--- src/rtl/mem_arbiter.sv ---
// Single-port arbiter and sequencer for shared main memory. The loader, video DMA and
// CPU share one registered access slot with a fixed read latency and a CPU starvation guard.
module mem_arbiter #(
  parameter int ADDR_W     = 25,
  parameter int RD_LAT     = 2,
  parameter int STARVE_MAX = 4
) (
  input  logic              clk,
  input  logic              reset,
  input  logic              ld_active,
  input  logic              ld_req,
  input  logic [ADDR_W-1:0] ld_addr,
  input  logic [7:0]        ld_wdata,
  input  logic              dma_req,
  input  logic [ADDR_W-1:0] dma_addr,
  input  logic              cpu_req,
  input  logic              cpu_we,
  input  logic [ADDR_W-1:0] cpu_addr,
  input  logic [7:0]        cpu_wdata,
  output logic              ld_ack,
  output logic              dma_ack,
  output logic              cpu_ack,
  output logic [7:0]        rdata,
  output logic [1:0]        grant,
  output logic              busy,
  output logic [ADDR_W-1:0] mem_addr,
  output logic [7:0]        mem_din,
  output logic              mem_we,
  output logic              mem_rd,
  input  logic [7:0]        mem_dout
);
  localparam logic [1:0] S_IDLE  = 2'd0;
  localparam logic [1:0] S_ISSUE = 2'd1;
  localparam logic [1:0] S_WAIT  = 2'd2;
  localparam logic [1:0] S_DONE  = 2'd3;

  localparam logic [1:0] G_NONE = 2'd0;
  localparam logic [1:0] G_LD   = 2'd1;
  localparam logic [1:0] G_DMA  = 2'd2;
  localparam logic [1:0] G_CPU  = 2'd3;

  logic [1:0] state;
  logic [3:0] lat_cnt;
  logic [3:0] starve_cnt;
  logic       op_wr;
  logic [1:0] win;

  function automatic logic [3:0] starve_inc(input logic [3:0] c);
    return (c >= 4'(STARVE_MAX)) ? 4'(STARVE_MAX) : c + 4'd1;
  endfunction

  // Loader always wins; a download in progress otherwise locks everyone out.
  always_comb begin
    win = G_NONE;
    if (ld_req) begin
      win = G_LD;
    end else if (!ld_active) begin
      if (cpu_req && (starve_cnt == 4'(STARVE_MAX))) win = G_CPU;
      else if (dma_req)                              win = G_DMA;
      else if (cpu_req)                              win = G_CPU;
    end
  end

  assign busy = (state != S_IDLE);

  always_ff @(posedge clk) begin
    if (reset) begin
      state      <= S_IDLE;
      lat_cnt    <= '0;
      starve_cnt <= '0;
      op_wr      <= 1'b0;
      grant      <= G_NONE;
      ld_ack     <= 1'b0;
      dma_ack    <= 1'b0;
      cpu_ack    <= 1'b0;
      rdata      <= '0;
      mem_addr   <= '0;
      mem_din    <= '0;
      mem_we     <= 1'b0;
      mem_rd     <= 1'b0;
    end else begin
      case (state)
        S_IDLE: begin
          if ((win == G_CPU) || !cpu_req) starve_cnt <= '0;
          else if (win == G_DMA)          starve_cnt <= starve_inc(starve_cnt);
          if (win != G_NONE) begin
            grant <= win;
            state <= S_ISSUE;
            case (win)
              G_LD: begin
                mem_addr <= ld_addr;
                mem_din  <= ld_wdata;
                op_wr    <= 1'b1;
                mem_we   <= 1'b1;
              end
              G_DMA: begin
                mem_addr <= dma_addr;
                op_wr    <= 1'b0;
                mem_rd   <= 1'b1;
              end
              default: begin
                mem_addr <= cpu_addr;
                mem_din  <= cpu_wdata;
                op_wr    <= cpu_we;
                mem_we   <= cpu_we;
                mem_rd   <= ~cpu_we;
              end
            endcase
          end
        end
        S_ISSUE: begin
          mem_we  <= 1'b0;
          mem_rd  <= 1'b0;
          lat_cnt <= 4'(RD_LAT);
          state   <= S_WAIT;
        end
        // Writes ride the same latency as reads so every access has identical timing.
        S_WAIT: begin
          lat_cnt <= lat_cnt - 4'd1;
          if (lat_cnt == 4'd1) begin
            if (!op_wr) rdata <= mem_dout;
            ld_ack  <= (grant == G_LD);
            dma_ack <= (grant == G_DMA);
            cpu_ack <= (grant == G_CPU);
            state   <= S_DONE;
          end
        end
        default: begin
          ld_ack  <= 1'b0;
          dma_ack <= 1'b0;
          cpu_ack <= 1'b0;
          grant   <= G_NONE;
          state   <= S_IDLE;
        end
      endcase
    end
  end
endmodule

--- config.mk ---
export PLATFORM = sky130hd
export DESIGN_NAME = mem_arbiter
export DESIGN_NICKNAME = d
export VERILOG_FILES = /design/src/rtl/mem_arbiter.sv
export SDC_FILE = /design/constraint.sdc
export NUM_CORES = 1
export LEC_CHECK = 0
export BUFFER_PORTS_ARGS = -buffer_cell sky130_fd_sc_hd__buf_4
export CORE_MARGIN = 3
export CORE_UTILIZATION = 45
export DETAILED_ROUTE_END_ITERATION = 8
export GPL_ROUTABILITY_DRIVEN = 0
export PLACE_DENSITY = 0.88
export SLEW_MARGIN = 40
export SYNTH_ARGS = -nofsm -noshare
export SYNTH_HDL_FRONTEND = slang
export SYNTH_SLANG_ARGS = --single-unit
--- constraint.sdc ---
create_clock -name clk -period 2.8 [get_ports clk]
set_clock_uncertainty 0.1 [all_clocks]
set_input_delay 0.56 -clock clk [delete_from_list [all_inputs] [get_ports clk]]
set_output_delay 0.56 -clock clk [all_outputs]
set_load 0.005 [all_outputs]
==> summary.md <==
| Metric | Value |
|---|---|
| Synth Area in Compound Gates | `0.2694` |
| Final period util | `0.9251` |
| Row Count | `29` |
| Synth Area in Adders | `0.04384` |
| Area contributors post-synth | `dfxtp_1, a211o_1, a21oi_1` |
| Buf+Inv Stages, Crit Path | `2` |
| Layout cells sized above 1 | `0.3801` |
| Startpoint types | `register` |
| Pwr Density | `738.7 nW/um^2` |
| Clock transition at the registers of the reported paths | `70 ps` |
| Vias post-DR | `3,287` |
| Vias per inst | `around 5.4` |
| Final hold violations | `0` |
| Yosys reg bits | `59` |
| DP Worst Slack | `approximately 170 ps` |
| Pin count of the biggest net entering global routing | `between 70 and 80` |
| Mapped Cells | `367` |
| Final WS setup | `about 210 ps` |
| Outcome | `finished clean` |
| N_diodes | `0` |
| Synthesis-to-layout area growth | `45.44%` |
| Hold Path Origin | `mem_addr[4]` |
| # clock sinks | `between 50 and 60` |
| First-pass detailed-route iteration total | `5` |
| Post-Syn Area | `3139 um^2` |
| VDD IR max | `0.4392 mV` |
| Cell mode on critical path | `a21oi_1` |
| CP endpoint kind | `register` |
| Worst path max stage delay | `about 350 ps` |
| Max-slew violation count | `0` |
| Syn Area/Cell | `8.554 um^2` |
| Initial antenna violation count | `0` |
| Crit path max-delay family | `compound AO/OA/AOI/OAI gates` |
| Max Buffers Root-to-Sink | `2` |
| Post-Synth Simple-Gate Area | `0.1849` |
| Die area | `8015 um^2` |
| FMAX | `0.3861 GHz` |
| Final Setup Violations | `0` |
| Htree depth | `3` |
| Max Cap Viol | `0` |
| Core Box Area | `6568 um^2` |
| First-pass GRT wire length | `roughly 14 mm` |
| Number of global-route vias before repair | `3,036` |
| Post-Synthesis Net Count | `~480` |
| Clock Latency Late Sink | `340 ps` |
| Yosys cell types | `41` |
| Post-CTS Setup Inserts | `0` |
| Seq/Total Area, Yosys | `0.3762` |
| R2R Path Start | `starve_cnt[0]` |
| Final net count | `625` |
| GRT overflow | `0` |
| Synth area leader | `dfxtp_1` |
| HPWL Detailed | `~7.2 mm` |
| Synth warn | `0` |
| Top FF cell, synth | `dfxtp_1` |
| Top cell type's share of synthesized area | `0.3762` |
| DR WL/cell | `15.71 um` |
| Worst Max-Slew Pin Slew | `712.0 ps` |
| Mux contribution to synthesized area | `0.07055` |
| WP data arrival | `2740 ps` |
| Die Ht | `89.53 um` |
| Post-synth EDFFs | `0` |
| Crit. Startpoint | `starve_cnt[0]` |
| Xor-xnor portion of the synthesized cell area | `0` |
| Number of DRC markers in iteration 0 | `125` |
| Worst min path class | `register to register` |
| Setup TNS | `0 ps` |
| WP data required | `2950 ps` |
| Static leakage | `~2.0 nW` |
| Post_cts resized | `0` |
| Met2 Track Usage GR | `0.4072` |
| CP Max Fanout | `23` |
| Initial Utilization | `0.4780` |
| I/O pin count | `155` |
| Rel. slew slack | `0.5253` |
| Met1 usage | `0.2452` |
| Total Power | `0.003373 W` |
| CP cell instances | `inv_1 -> ha_1 -> and3b_1 -> nand2b_1 -> a21oi_1 -> ha_2 -> buf_4 -> a22oi_1 -> a211o_1 -> a21oi_1` |
| Setup repair after global routing missed its margin | `no` |
| Clock Root Buffer | `clkbuf_8` |
| Post-route DRC | `0` |
| Synth async-reset ratio | `0` |
| Met3 Resource Use GR | `0.07281` |
| Hold_buf cts | `0` |
| Die W | `roughly 90 um` |
| CTS tree | `yes` |
| DRT Wirelength | `9.523 mm` |
| Gr busiest metal | `met2` |
| GRT Resource Usage Total | `0.2258` |
| CTS Buf Count | `9` |
| Final critical-path required period | `roughly 2600 ps` |
| Buffers on Ports | `154` |
| Slowest-stage cell, CP | `dfxtp_1` |
| CP Class | `register to register` |
| Layout Utilization | `0.6952` |
| Final ANT Viol Nets | `0` |
| Largest family of logic cells by synthesized area | `compound AO/OA/AOI/OAI gates` |
==> path summary, 6_finish.rpt <==
| kind | slack, ps | end | depth (start not counted) |
|---|---|---|---|
| worst min-delay path | 350 | mem_addr[4] | 2 |
| worst min register to register | 350 | mem_addr[4] | 2 |
| worst max register to register | 210 | mem_addr[20] | 10 |
| worst max-delay path | 210 | mem_addr[20] | 10 |
==> worst min-delay path: cells and delay by family (launching register included) <==
| kind | cells | cell delay (ps) |
|---|---|---|
| and+or+nand+nor | 1 | 50 |
| AOI/OAI and AO/OA | 1 | 50 |
| DFF | 1 | 310 |
==> Yosys cell counts (all sizes together), types with 2 or more instances <==
master  count
nor3b       3
nor2b      12
clkbuf     15
nand3       9
and3b       2
nor2       42
buf        15
o21ai      13
mux2        9
mux2i      12
a21oi      43
a22oi      25
o211ai      3
a21o        2
nand4b      4
a211o      25
nand2      26
dfxtp      59
nand2b      9
or4         2
inv        10
ha         11
a211oi      3
==> through the flow <==
stage | hold slack, ps | cells | area (um^2)
2_1_floorplan | 352.7 | 367 | 3139
3_3_place_gp | 344.0 | 590 | 4337
3_5_place_dp | 348.0 | 590 | 4337
4_1_cts | 357.5 | 606 | 4563
5_1_grt | 373.4 | 606 | 4566
6_report | 354.1 | 606 | 4566
==> state kept, by name, indices dropped and copies added, names as in the netlist <==
signal,cells
cpu_ack,1
dma_ack,1
grant,2
lat_cnt,4
ld_ack,1
mem_addr,25
mem_din,8
mem_rd,1
mem_we,1
op_wr,1
rdata,8
starve_cnt,4
state,2
==> metal layers <==
metal | vias up | share of wire
met1 | 1521 | 0.36
met5 | - | 0
met3 | 15 | 0.11
met4 | 0 | 0.018
met2 | 146 | 0.51
li1 | 1605 | -
==> placed cells by master, fill, tap and decap left out, drive strengths merged, types with 12 or more instances in the layout <==
cell and n:
dfxtp 59, a21oi 43, mux2i 12, nor2b 12
nand2 26, o21ai 13, nor2 42, a22oi 25
a211o 25, buf 160
==> final cells by class <==
type	instances	area, um^2
clock buffers	11	151.4
clock inverters	5	75.07
fillers	531	2002
inverters	10	37.54
multi-input cells	268	1790
flip-flops and latches	59	1181
well taps	93	116.4
repair buffers	160	1214
==> logic make-up (layout without fill, tap and decap cells) <==
group / count (synthesis) / after routing
flip-flops: 59 / 59
buffers and inverters: 40 / 186
AO/OA/AOI/OAI: 121 / 121
AND/OR/NAND/NOR: 115 / 115
multiplexers: 21 / 21
adder cells (fa/ha/maj): 11 / 11
==> power by group <==
group	internal, W	switching [W]	total, W
Clock	0.000545	0.000333	0.000878
Combinational	0.000667	0.000722	0.00139
Sequential	0.00100	0.000103	0.00111
Note: power is estimated with default switching activity, not from simulation.
